`src/rtl/pc_branch_sequencer.sv`:
```
// Program-counter sequencer: holds PC, fetches over req/ack, picks next PC per resolved branch.
// Latency: ack -> o_instr_valid 1 cycle; accepted branch -> o_imem_req high at new PC next cycle.
// Backpressure: fetch waits on i_imem_ack; resolution waits on i_br_valid with i_stall low.
//
// Ports:
//   i_clk, i_rst_n           clock, asynchronous active-low reset
//   o_imem_req/o_imem_addr   fetch request (held until i_imem_ack) and address (== PC)
//   i_imem_ack               fetch complete
//   o_instr_valid            one-cycle pulse the cycle after an accepted ack
//   i_br_valid, i_br_kind    resolution strobe; kind 00/11 seq, 01 relative, 10 absolute
//   i_offset_ext             sign-extended byte offset for relative branches
//   i_reg_target             absolute jump target
//   i_stall, i_halt          hold resolution / stop after current instruction
//   o_pc, o_pc_link          current PC and PC + PC_STEP
//   o_halted, o_retired      halted state flag, resolved-instruction count (wraps)
//   o_misalign               sticky misaligned-target flag
// Optional build macro: PC_ALIGN_CHECK_EN enables target alignment checking; without it
// targets are used as-is and o_misalign is tied low.
module pc_branch_sequencer #(
  parameter logic [31:0] RESET_PC = 32'h0000_0000,
  parameter int unsigned PC_STEP  = 4
) (
  input  logic        i_clk,
  input  logic        i_rst_n,
  output logic        o_imem_req,
  output logic [31:0] o_imem_addr,
  input  logic        i_imem_ack,
  output logic        o_instr_valid,
  input  logic        i_br_valid,
  input  logic [1:0]  i_br_kind,
  input  logic [31:0] i_offset_ext,
  input  logic [31:0] i_reg_target,
  input  logic        i_stall,
  input  logic        i_halt,
  output logic [31:0] o_pc,
  output logic [31:0] o_pc_link,
  output logic        o_halted,
  output logic [31:0] o_retired,
  output logic        o_misalign
);

  localparam logic [31:0] STEP = 32'(PC_STEP);

  typedef enum logic [1:0] {
    S_IDLE   = 2'b00,
    S_FETCH  = 2'b01,
    S_EXEC   = 2'b10,
    S_HALTED = 2'b11
  } state_t;

  state_t      r_state;
  logic [31:0] r_pc;
  logic [31:0] r_retired;
  logic        r_imem_req;
  logic        r_instr_valid;
  logic        r_halted;

  logic [31:0] w_seq;
  logic [31:0] w_target;

  // All target arithmetic is modulo 2^32; carries out are simply dropped.
  assign w_seq = r_pc + STEP;

  always_comb begin
    w_target = w_seq;
    case (i_br_kind)
      2'b01:   w_target = w_seq + i_offset_ext;
      2'b10:   w_target = i_reg_target;
      default: w_target = w_seq;
    endcase
  end

`ifdef PC_ALIGN_CHECK_EN
  logic r_misalign;
  assign o_misalign = r_misalign;
`else
  assign o_misalign = 1'b0;
`endif

  always_ff @(posedge i_clk or negedge i_rst_n) begin
    if (!i_rst_n) begin
      r_state       <= S_IDLE;
      r_pc          <= RESET_PC;
      r_retired     <= 32'd0;
      r_imem_req    <= 1'b0;
      r_instr_valid <= 1'b0;
      r_halted      <= 1'b0;
`ifdef PC_ALIGN_CHECK_EN
      r_misalign    <= 1'b0;
`endif
    end else begin
      r_instr_valid <= 1'b0;
      case (r_state)
        S_IDLE: begin
          r_state    <= S_FETCH;
          r_imem_req <= 1'b1;
        end
        S_FETCH: begin
          if (i_imem_ack) begin
            r_state       <= S_EXEC;
            r_imem_req    <= 1'b0;
            r_instr_valid <= 1'b1;
          end
        end
        S_EXEC: begin
          // Stall freezes everything, including a pending halt.
          if (!i_stall) begin
            if (i_br_valid) begin
`ifdef PC_ALIGN_CHECK_EN
              if (w_target[1:0] != 2'b00) begin
                // Misaligned target: drop the instruction and stop, PC untouched.
                r_misalign <= 1'b1;
                r_halted   <= 1'b1;
                r_state    <= S_HALTED;
              end else
`endif
              begin
                r_pc      <= w_target;
                r_retired <= r_retired + 32'd1;
                if (i_halt) begin
                  r_state  <= S_HALTED;
                  r_halted <= 1'b1;
                end else begin
                  r_state    <= S_FETCH;
                  r_imem_req <= 1'b1;
                end
              end
            end else if (i_halt) begin
              r_state  <= S_HALTED;
              r_halted <= 1'b1;
            end
          end
        end
        S_HALTED: begin
          r_state <= S_HALTED;
        end
        default: begin
          r_state <= S_IDLE;
        end
      endcase
    end
  end

  assign o_imem_req    = r_imem_req;
  assign o_imem_addr   = r_pc;
  assign o_instr_valid = r_instr_valid;
  assign o_pc          = r_pc;
  assign o_pc_link     = w_seq;
  assign o_halted      = r_halted;
  assign o_retired     = r_retired;

endmodule

```
`config.mk`:
```
export PLATFORM = sky130hd
export DESIGN_NAME = pc_branch_sequencer
export DESIGN_NICKNAME = d
export VERILOG_FILES = /design/src/rtl/pc_branch_sequencer.sv
export SDC_FILE = /design/constraint.sdc
export NUM_CORES = 1
export LEC_CHECK = 0
export BUFFER_PORTS_ARGS = -buffer_cell sky130_fd_sc_hd__buf_4
export CORE_MARGIN = 2
export CORE_UTILIZATION = 50
export CTS_CLUSTER_SIZE = 10
export DETAILED_ROUTE_END_ITERATION = 16
export GPL_TIMING_DRIVEN = 0
export PLACE_DENSITY = 0.81
export SYNTH_ARGS = -nofsm -noshare
export SYNTH_HDL_FRONTEND = slang
export SYNTH_SLANG_ARGS = --single-unit
```
`constraint.sdc`:
```
create_clock -name i_clk -period 5.8 [get_ports i_clk]
set_input_delay 0.29 -clock i_clk [delete_from_list [all_inputs] [get_ports i_clk]]
set_output_delay 0.29 -clock i_clk [all_outputs]
set_load 0.005 [all_outputs]
```
==> impl_results.md, run 1 <==
* Outcome: completed
* Yosys synthesis warning count at 0
* DP HPWL at 14660 microns
* Overall power of the completed layout at 1935 uW
* Total of max-cap violations at 0
* Sort of element at the end of the critical path: register
* Worst reg2reg setup slack at 0.57 ns
* Number of nets at the end of the flow at 1032
* Power per Cell Area at 244.2 nW/um^2
* Clock network latency to the later pin of the worst-skew pair at 0.33 ns
* Mean area per synthesized cell at 8.343 sq um
* Number of standard cells after synthesis at 707
* Setup repair bufs after CTS at 0
* Final weighted congestion of routability-driven global placement at 0.9508
* Met2 routed wirelength at 9030 microns
* Final hold slack at 0.09918 ns
* Post-route ant nets at 0
* Hold_buf cts at 0
* Type of the tightest min-delay check: input port to async pin
* Number of flops mapped to enable cells by yosys at 0
* Final antenna diode count at 0
* Number of clock buffers inserted by TritonCTS at 9
* Worst R2R Path Depth at 17
* Average wire per cell in the routed design at 17.90 microns
* Launch point of the worst reg-to-reg path: o_imem_addr[2]$_DFFE_PN0P_
* Buffers on Ports at 202
* Type of element launching the critical path: register
* Cell at the root of the clock tree: sky130_fd_sc_hd__clkbuf_16
* TritonCTS clock tree: yes
* Min Tclk post-route at 5.230 ns
* Final WL at 19110 microns
* Sequential cell area fraction in the yosys report at 29.27%
* Number of distinct standard cells referenced by the synthesized netlist at 67
* Wire length of the first global-routing pass at 29790 microns
* Die outline area at 12680 sq um
* Lkg Pwr at 0.003845 uW
* Nets in the synthesized netlist at 819
* Worst Tran Pin Value at 0.9224 ns
* Crit Path Class: register to register
* Period utilisation layout at 90.18%
* Cell type with the highest aggregate area in the netlist: sky130_fd_sc_hd__dfrtp_1
* Critical path data arrival time at 5.49 ns
* Worst vdd ir at 0.1511 mV
* Number of fillers in the final layout at 974
* Area share of the largest cell type after synthesis at 29.27%
* # resized after CTS at 0
* Standard cell core area at 11470 sq um
* Count of final max-slew check failures at 0
* Async set or reset register ratio after synthesis at 100.0%
* Rel. slew slack at 38.51%
* Floorplan die width at 112.6 microns
* Number of remaining DRC errors at 0
* Reg-to-Reg End: o_imem_addr[31]$_DFFE_PN0P_
* Starting Density at 51.43%
* Most common cell in the netlist: sky130_fd_sc_hd__nor2_1
* Post-route clock skew at 0.01250 ns
* Clock H-tree levels at 3
* Final setup violation count at 0
* Vias at 6237
* Via count of the first global-routing pass at 5787
* Minimum setup slack after placement at 0.6880 ns
* Pin count of the biggest net entering global routing at 70
* Count of standard-cell rows at 39
* Max Freq at 191.2 MHz
* Placed insts at 1052
* Number of top-level design ports at 204
* Number of buffers on the longest clock path at 2
* Fraction of final layout cells with drive strength greater than 1 at 29.62%
* Worst Path Required at 6.06 ns
* Global-route usage over all layers at 29.34%
* Total negative slack at 0 ns
* Routed via count divided by cell count at 5.840
* Die H at 112.6 microns
* Dominant register cell in the synthesized netlist: sky130_fd_sc_hd__dfrtp_1
* Flop and latch count out of synthesis at 69
* Metal1 wirelength at 7855 microns
* Setup repair after global routing missed its margin: no
* Leftover overflow at the end of global routing at 0
* Final Hold Violating Endpoints at 0
* Top cell types by occurrence after synthesis: sky130_fd_sc_hd__nor2_1, sky130_fd_sc_hd__dfrtp_1, sky130_fd_sc_hd__nand2_1, sky130_fd_sc_hd__xnor2_1, sky130_fd_sc_hd__a21oi_1
* Antenna violations before repair at 0
* Filler-free cell count of the finished design at 1068
* 1st-pass router iterations at 5
* Initial DRC count at 707
* Summed instance area of the synthesized netlist at 5898 sq um
* Synthesis-to-layout area growth at 34.37%
* Largest cells by area after synthesis: sky130_fd_sc_hd__dfrtp_1, sky130_fd_sc_hd__ha_1, sky130_fd_sc_hd__xnor2_1, sky130_fd_sc_hd__xor2_1, sky130_fd_sc_hd__buf_4
* Sinks on Clock Net at 69
* Met3 Routed Length at 1734 microns
* Top layer used by detailed routing: met4
* Slack of the critical path at 0.5698 ns
* Peak fanout along the critical path at 7
* Clock transition at the register clock pins on the worst setup and hold paths after CTS at 0.06 ns
## where the power goes
group          switching (uW)  internal (uW)
Sequential               59.4            515
Combinational             373            367
Clock                     228            392
Total                     661           1270
## layer usage
metal | track usage (%) | vias up
met4 | 9.350 | 0
met2 | 48.78 | 336
met1 | 39.30 | 2907
met5 | 0 | -
li1 | - | 2944
met3 | 4.590 | 50
## registers in the layout, indices dropped and copies added, names as in the netlist
signal         flops
o_retired         32
o_imem_addr       32
o_halted           1
r_state            2
o_imem_req         1
o_instr_valid      1
## worst max-delay path by stage
stage                     cells after the start                  startpoint                     endpoint  slack [ns]
after floorplan                              17  o_imem_addr[2]$_DFFE_PN0P_  o_imem_addr[31]$_DFFE_PN0P_        1.63
after global routing                         17  o_imem_addr[2]$_DFFE_PN0P_  o_imem_addr[31]$_DFFE_PN0P_        0.14
after CTS                                    17  o_imem_addr[2]$_DFFE_PN0P_  o_imem_addr[31]$_DFFE_PN0P_        0.64
after global placement                       17  o_imem_addr[2]$_DFFE_PN0P_  o_imem_addr[31]$_DFFE_PN0P_        0.68
final                                        17  o_imem_addr[2]$_DFFE_PN0P_  o_imem_addr[31]$_DFFE_PN0P_        0.57
after detailed placement                     17  o_imem_addr[2]$_DFFE_PN0P_  o_imem_addr[31]$_DFFE_PN0P_        0.69
## metrics by stage
step | instance area, sq um | util (%)
after global placement | 7594 | 66.22
final | 7925 | 69.11
after CTS | 7925 | 69.11
after global routing | 7925 | 69.11
after detailed placement | 7594 | 66.22
after floorplan | 5898 | -
## critical path: stages (launching register included)
cell and delay [ns]:
sky130_fd_sc_hd__dfrtp_1 0.50, sky130_fd_sc_hd__ha_1 0.32, sky130_fd_sc_hd__nand2_1 0.12, sky130_fd_sc_hd__nor3_1 0.50
sky130_fd_sc_hd__nand2_1 0.32, sky130_fd_sc_hd__nor2_1 0.37, sky130_fd_sc_hd__and3_1 0.28, sky130_fd_sc_hd__xor2_1 0.21
sky130_fd_sc_hd__ha_1 0.34, sky130_fd_sc_hd__a21oi_1 0.29, sky130_fd_sc_hd__o211ai_1 0.15, sky130_fd_sc_hd__a221oi_1 0.41
sky130_fd_sc_hd__nand3b_1 0.14, sky130_fd_sc_hd__o211ai_1 0.28, sky130_fd_sc_hd__a21oi_1 0.18, sky130_fd_sc_hd__mux2i_1 0.16
sky130_fd_sc_hd__or4b_1 0.50, sky130_fd_sc_hd__nand3_1 0.09
## layout by cell type (no fill, tap or decap), drive strengths merged, types with 12 or more instances in the layout
cell type,count
xor2,35
a21oi,48
nand4,17
a221oi,21
clkbuf,37
buf,242
nor3,13
inv,20
nor2,70
ha,39
a21o,13
o21ai,36
dfrtp,69
nand3,32
xnor2,49
and3,12
nand2,66
## kinds of logic after synthesis
kind of cell	Yosys count	synth area share (%)
xor gates and xnor gates	84	12.60
muxes	9	1.612
AOI/OAI and AO/OA	182	20.60
buffers and inverters	85	7.849
other	1	0.06358
and+or+nand+nor	237	19.39
adders and majority gates	40	8.613
DFF	69	29.27
## cell type report
| cell class | count | area (sq um) | share of cell area (%) |
|---|---|---|---|
| repair buffers | 202 | 1516 | 19.13 |
| flip-flops and latches | 69 | 1727 | 21.79 |
| inverters | 18 | 67.56 | 0.8525 |
| clock buffers | 10 | 239.0 | 3.015 |
| multi-input cells | 553 | 3709 | 46.80 |
| clock inverters | 6 | 92.59 | 1.168 |
| plain buffers | 67 | 395.4 | 4.989 |
| well taps | 143 | 178.9 | 2.258 |
No activity file was read; power rests on OpenSTA's default activity.
==> run 2: changes to the inputs <==
ABC_AREA = 1   (was not set)
PLACE_DENSITY = 0.79   (was 0.81)
==> impl_results.md, run 2 <==
* Placed cell areas at 8607 sq um (was 7594 sq um)
* Pin count of the biggest net entering global routing at 70 (unchanged)
* Worst Tran Pin Value at 0.8921 ns (was 0.9224 ns)
* Via count of the first global-routing pass at 7424 (was 5787)
* Clock network latency to the later pin of the worst-skew pair at 0.33 ns (about the same)
* Global-route usage over all layers at 32.11% (was 29.34%)
* Critical path launch point: o_imem_addr[3]$_DFFE_PN0P_ (was o_imem_addr[2]$_DFFE_PN0P_)
* Die outline area at 14690 sq um (was 12680 sq um)
* Largest cells by area after synthesis: sky130_fd_sc_hd__dfrtp_1, sky130_fd_sc_hd__nand2_1, sky130_fd_sc_hd__inv_1, sky130_fd_sc_hd__ha_1, sky130_fd_sc_hd__nor2_1 (was sky130_fd_sc_hd__dfrtp_1, sky130_fd_sc_hd__ha_1, sky130_fd_sc_hd__xnor2_1, sky130_fd_sc_hd__xor2_1, sky130_fd_sc_hd__buf_4)
* Final setup violation count at 0 (unchanged)
* Total of max-cap violations at 0 (unchanged)
* Post-Layout Inst Area at 8869 sq um (was 7925 sq um)
* Number of distinct standard cells referenced by the synthesized netlist at 41 (was 67)
* Top cell types by occurrence after synthesis: sky130_fd_sc_hd__nand2_1, sky130_fd_sc_hd__inv_1, sky130_fd_sc_hd__nor2_1, sky130_fd_sc_hd__a21oi_1, sky130_fd_sc_hd__dfrtp_1 (was sky130_fd_sc_hd__nor2_1, sky130_fd_sc_hd__dfrtp_1, sky130_fd_sc_hd__nand2_1, sky130_fd_sc_hd__xnor2_1, sky130_fd_sc_hd__a21oi_1)
* Setup repair bufs after CTS at 0 (unchanged)
* Peak fanout along the critical path at 5 (was 7)
* Routed via count divided by cell count at 5.277 (was 5.840)
* Period utilisation layout at 67.12% (was 90.18%)
* Final hold slack at 0.07474 ns (was 0.09918 ns)
* Setup repair after global routing missed its margin: no (unchanged)
* Antenna violations before repair at 0 (unchanged)
* Final antenna diode count at 0 (unchanged)
* Outcome: completed (unchanged)
* Number of standard cells after synthesis at 1105 (was 707)
* Leftover overflow at the end of global routing at 0 (unchanged)
* Critical path's top delay family: simple AND/OR/NAND/NOR gates (unchanged)
* Number of remaining DRC errors at 0 (unchanged)
* Share of total power in the clock network at 12.4% (was 32.0%)
* CP Buf/Inv Count at 5 (was 0)
* Number of top-level design ports at 204 (unchanged)
* Number of buffers on the longest clock path at 2 (unchanged)
* Max Freq at 256.9 MHz (was 191.2 MHz)
* Number of fillers in the final layout at 1300 (was 974)
* Worst reg2reg setup slack at 1.91 ns (was 0.57 ns)
* # resized after CTS at 0 (unchanged)
* Stages on the worst setup path at 24 (was 17)
* Final WL at 23240 microns (was 19110 microns)
* Number of nets at the end of the flow at 1430 (was 1032)
* Worst vdd ir at 0.2558 mV (was 0.1511 mV)
* Rel. slew slack at 40.53% (was 38.51%)
* Minimum setup slack after placement at 2.086 ns (was 0.6880 ns)
* Most common cell in the netlist: sky130_fd_sc_hd__nand2_1 (was sky130_fd_sc_hd__nor2_1)
* Switching power at 1876 uW (was 660.6 uW)
* Critical-path cell with the highest stage delay: sky130_fd_sc_hd__dfrtp_1 (unchanged)
* Final weighted congestion of routability-driven global placement at 0.9698 (was 0.9508)
* Floorplan die width at 121.2 microns (was 112.6 microns)
* Area share of the largest cell type after synthesis at 25.13% (was 29.27%)
* Type of the tightest min-delay check: input port to async pin (unchanged)
* Number of flops mapped to enable cells by yosys at 0 (unchanged)
* Die H at 121.2 microns (was 112.6 microns)
* Leading cell type in the layout, fill and taps excluded: sky130_fd_sc_hd__nand2_1 (was sky130_fd_sc_hd__buf_4)
* 1st-pass router iterations at 7 (was 5)
* Lkg Pwr at 0.004884 uW (was 0.003845 uW)
* Summed instance area of the synthesized netlist at 6870 sq um (was 5898 sq um)
* Worst Path Required at 6.02 ns (was 6.06 ns)
* Power per Cell Area at 443.8 nW/um^2 (was 244.2 nW/um^2)
* Hold_buf cts at 0 (unchanged)
* Worst R2R Path Depth at 24 (was 17)
* Total negative slack at 0 ns (unchanged)
* Yosys synthesis warning count at 0 (unchanged)
* Buffers on Ports at 202 (unchanged)
* Cell at the root of the clock tree: sky130_fd_sc_hd__clkbuf_16 (unchanged)
* Highest-count cells in the layout ignoring fill and taps: sky130_fd_sc_hd__nand2_1, sky130_fd_sc_hd__buf_4, sky130_fd_sc_hd__inv_1, sky130_fd_sc_hd__nor2_1, sky130_fd_sc_hd__a21oi_1 (was sky130_fd_sc_hd__buf_4, sky130_fd_sc_hd__nor2_1, sky130_fd_sc_hd__dfrtp_1, sky130_fd_sc_hd__nand2_1, sky130_fd_sc_hd__xnor2_1)
* Sort of element at the end of the critical path: register (unchanged)
* Starting Density at 51.47% (was 51.43%)
* Worst path most repeated cell: sky130_fd_sc_hd__nand2_1
* Post-route ant nets at 0 (unchanged)
* DP HPWL at 18870 microns (was 14660 microns)
* Async set or reset register ratio after synthesis at 100.0% (unchanged)
* Post-route clock skew at 0.005062 ns (was 0.01250 ns)
* Sequential fraction of design power at 22.1% (was 29.7%)
* Standard cell core area at 13350 sq um (was 11470 sq um)
* Dominant register cell in the synthesized netlist: sky130_fd_sc_hd__dfrtp_1 (unchanged)
* Number of clock buffers inserted by TritonCTS at 9 (unchanged)
* Reg-to-Reg End: o_imem_addr[27]$_DFFE_PN0P_ (was o_imem_addr[31]$_DFFE_PN0P_)
* Mean area per synthesized cell at 6.218 sq um (was 8.343 sq um)
* Overall power of the completed layout at 3935 uW (was 1935 uW)
* Count of standard-cell rows at 42 (was 39)
* CP Cell Sequence: ha_1, nand2_1, inv_1, nand2_1, nor2_1, inv_1, nor2_1, nand4_1, xor2_1, inv_1, ha_1, nand2_1, inv_1, nand2_1, nor2_1, inv_1, nor3_1, nand2_1, nand2_1, nand2_1, nand3_1, nand2_1, nand2_1, nand2_1 (was ha_1, nand2_1, nor3_1, nand2_1, nor2_1, and3_1, xor2_1, ha_1, a21oi_1, o211ai_1, a221oi_1, nand3b_1, o211ai_1, a21oi_1, mux2i_1, or4b_1, nand3_1)
* Average wire per cell in the routed design at 15.51 microns (was 17.90 microns)
* Clock H-tree levels at 3 (unchanged)
* Clock transition at the register clock pins on the worst setup and hold paths after CTS at 0.05 ns (was 0.06 ns)
* Min Tclk post-route at 3.893 ns (was 5.230 ns)
* Switching Share at 47.68% (was 34.14%)
* Crit Path Class: register to register (unchanged)
* Fraction of final layout cells with drive strength greater than 1 at 20.56% (was 29.62%)
* Comb pwr share at 65.5% (was 38.3%)
* Type of element launching the critical path: register (unchanged)
* Critical path data arrival time at 4.11 ns (was 5.49 ns)
* Initial DRC count at 688 (was 707)
* TritonCTS clock tree: yes (unchanged)
* Launch point of the worst reg-to-reg path: o_imem_addr[3]$_DFFE_PN0P_ (was o_imem_addr[2]$_DFFE_PN0P_)
* Count of final max-slew check failures at 0 (unchanged)
* Sequential cell area fraction in the yosys report at 25.13% (was 29.27%)
* Cell type with the highest aggregate area in the netlist: sky130_fd_sc_hd__dfrtp_1 (unchanged)
* Final Hold Violating Endpoints at 0 (unchanged)
* Wire length of the first global-routing pass at 37240 microns (was 29790 microns)
* Sinks on Clock Net at 69 (unchanged)
* Peak per-stage delay on the critical path at 0.42 ns (was 0.50 ns)
* Slack of the critical path at 1.907 ns (was 0.5698 ns)
* Nets in the synthesized netlist at 1217 (was 819)
* Flop and latch count out of synthesis at 69 (unchanged)
* Cell Int Power at 2059 uW (was 1274 uW)
* Vias at 7910 (was 6237)
* Worst setup path end: o_imem_addr[27]$_DFFE_PN0P_ (was o_imem_addr[31]$_DFFE_PN0P_)
* Synthesis-to-layout area growth at 29.08% (was 34.37%)
==> run 2: cell types whose count changed after synthesis, sizes merged, moves of 12 or more <==
cell and delta:
nand2 +309, a21o -12, clkbuf -13, xnor2 -33
nand3 +34, inv +131, and3 -12, nor2 +41
a21oi +28, a221oi -21
==> run 2: layout make-up <==
type | instances | area (sq um) | share of cell area [%]
multi-input combinational | 833 | 4250 | 47.93
sequential | 69 | 1727 | 19.47
timing repair buffer | 202 | 1516 | 17.10
inverter | 150 | 563.0 | 6.349
buffer | 53 | 330.3 | 3.725
clock buffer | 12 | 236.5 | 2.666
tap | 176 | 220.2 | 2.483
clock inverter | 4 | 25.02 | 0.2822
==> run 2: stage by stage <==
stage | std cells | utilization, %
after floorplan | 1105 | -
after global placement | 1483 | 64.48
after detailed placement | 1483 | 64.48
after CTS | 1499 | 66.44
after global routing | 1499 | 66.44
final | 1499 | 66.44
==> run 2: cell families after synthesis <==
group	share of synthesized area, %
xor gates and xnor gates	6.247
buffers and inverters	13.00
AOI/OAI and AO/OA	10.16
DFF	25.13
adders and majority gates	7.394
other	0.05458
and+or+nand+nor	38.01
==> run 2: how the worst min path moves through the flow <==
stage	startpoint	to	slack, ns	depth (start not counted)
2_1_floorplan	i_rst_n	o_halted$_DFFE_PN0P_	-0.006	0
3_3_place_gp	i_rst_n	o_retired[16]$_DFFE_PN0P_	0.46	1
3_5_place_dp	o_halted$_DFFE_PN0P_	o_halted$_DFFE_PN0P_	0.46	1
4_1_cts	i_rst_n	o_imem_addr[9]$_DFFE_PN0P_	0.12	1
5_1_grt	i_rst_n	o_retired[17]$_DFFE_PN0P_	0.15	1
6_report	i_rst_n	o_retired[16]$_DFFE_PN0P_	0.07	1
==> run 2: per-layer routing <==
metal | share of wire (%) | track usage [%] | vias to the layer above
met5 | 0 | 0 | -
met3 | 9.4 | 6.861 | 78
met1 | 41 | 42.10 | 3517
met4 | 4.3 | 13.86 | 0
li1 | - | - | 3902
met2 | 45 | 51.12 | 413
==> run 2: power by group through the flow <==
stage / logic, uW / registers, uW / clock network, uW
6_report: 2580 / 869 / 488
5_1_grt: 2880 / 893 / 515
4_1_cts: 2560 / 866 / 495
3_5_place_dp: 2540 / 870 / 0
3_3_place_gp: 2510 / 862 / 0
2_1_floorplan: 1530 / 808 / 0
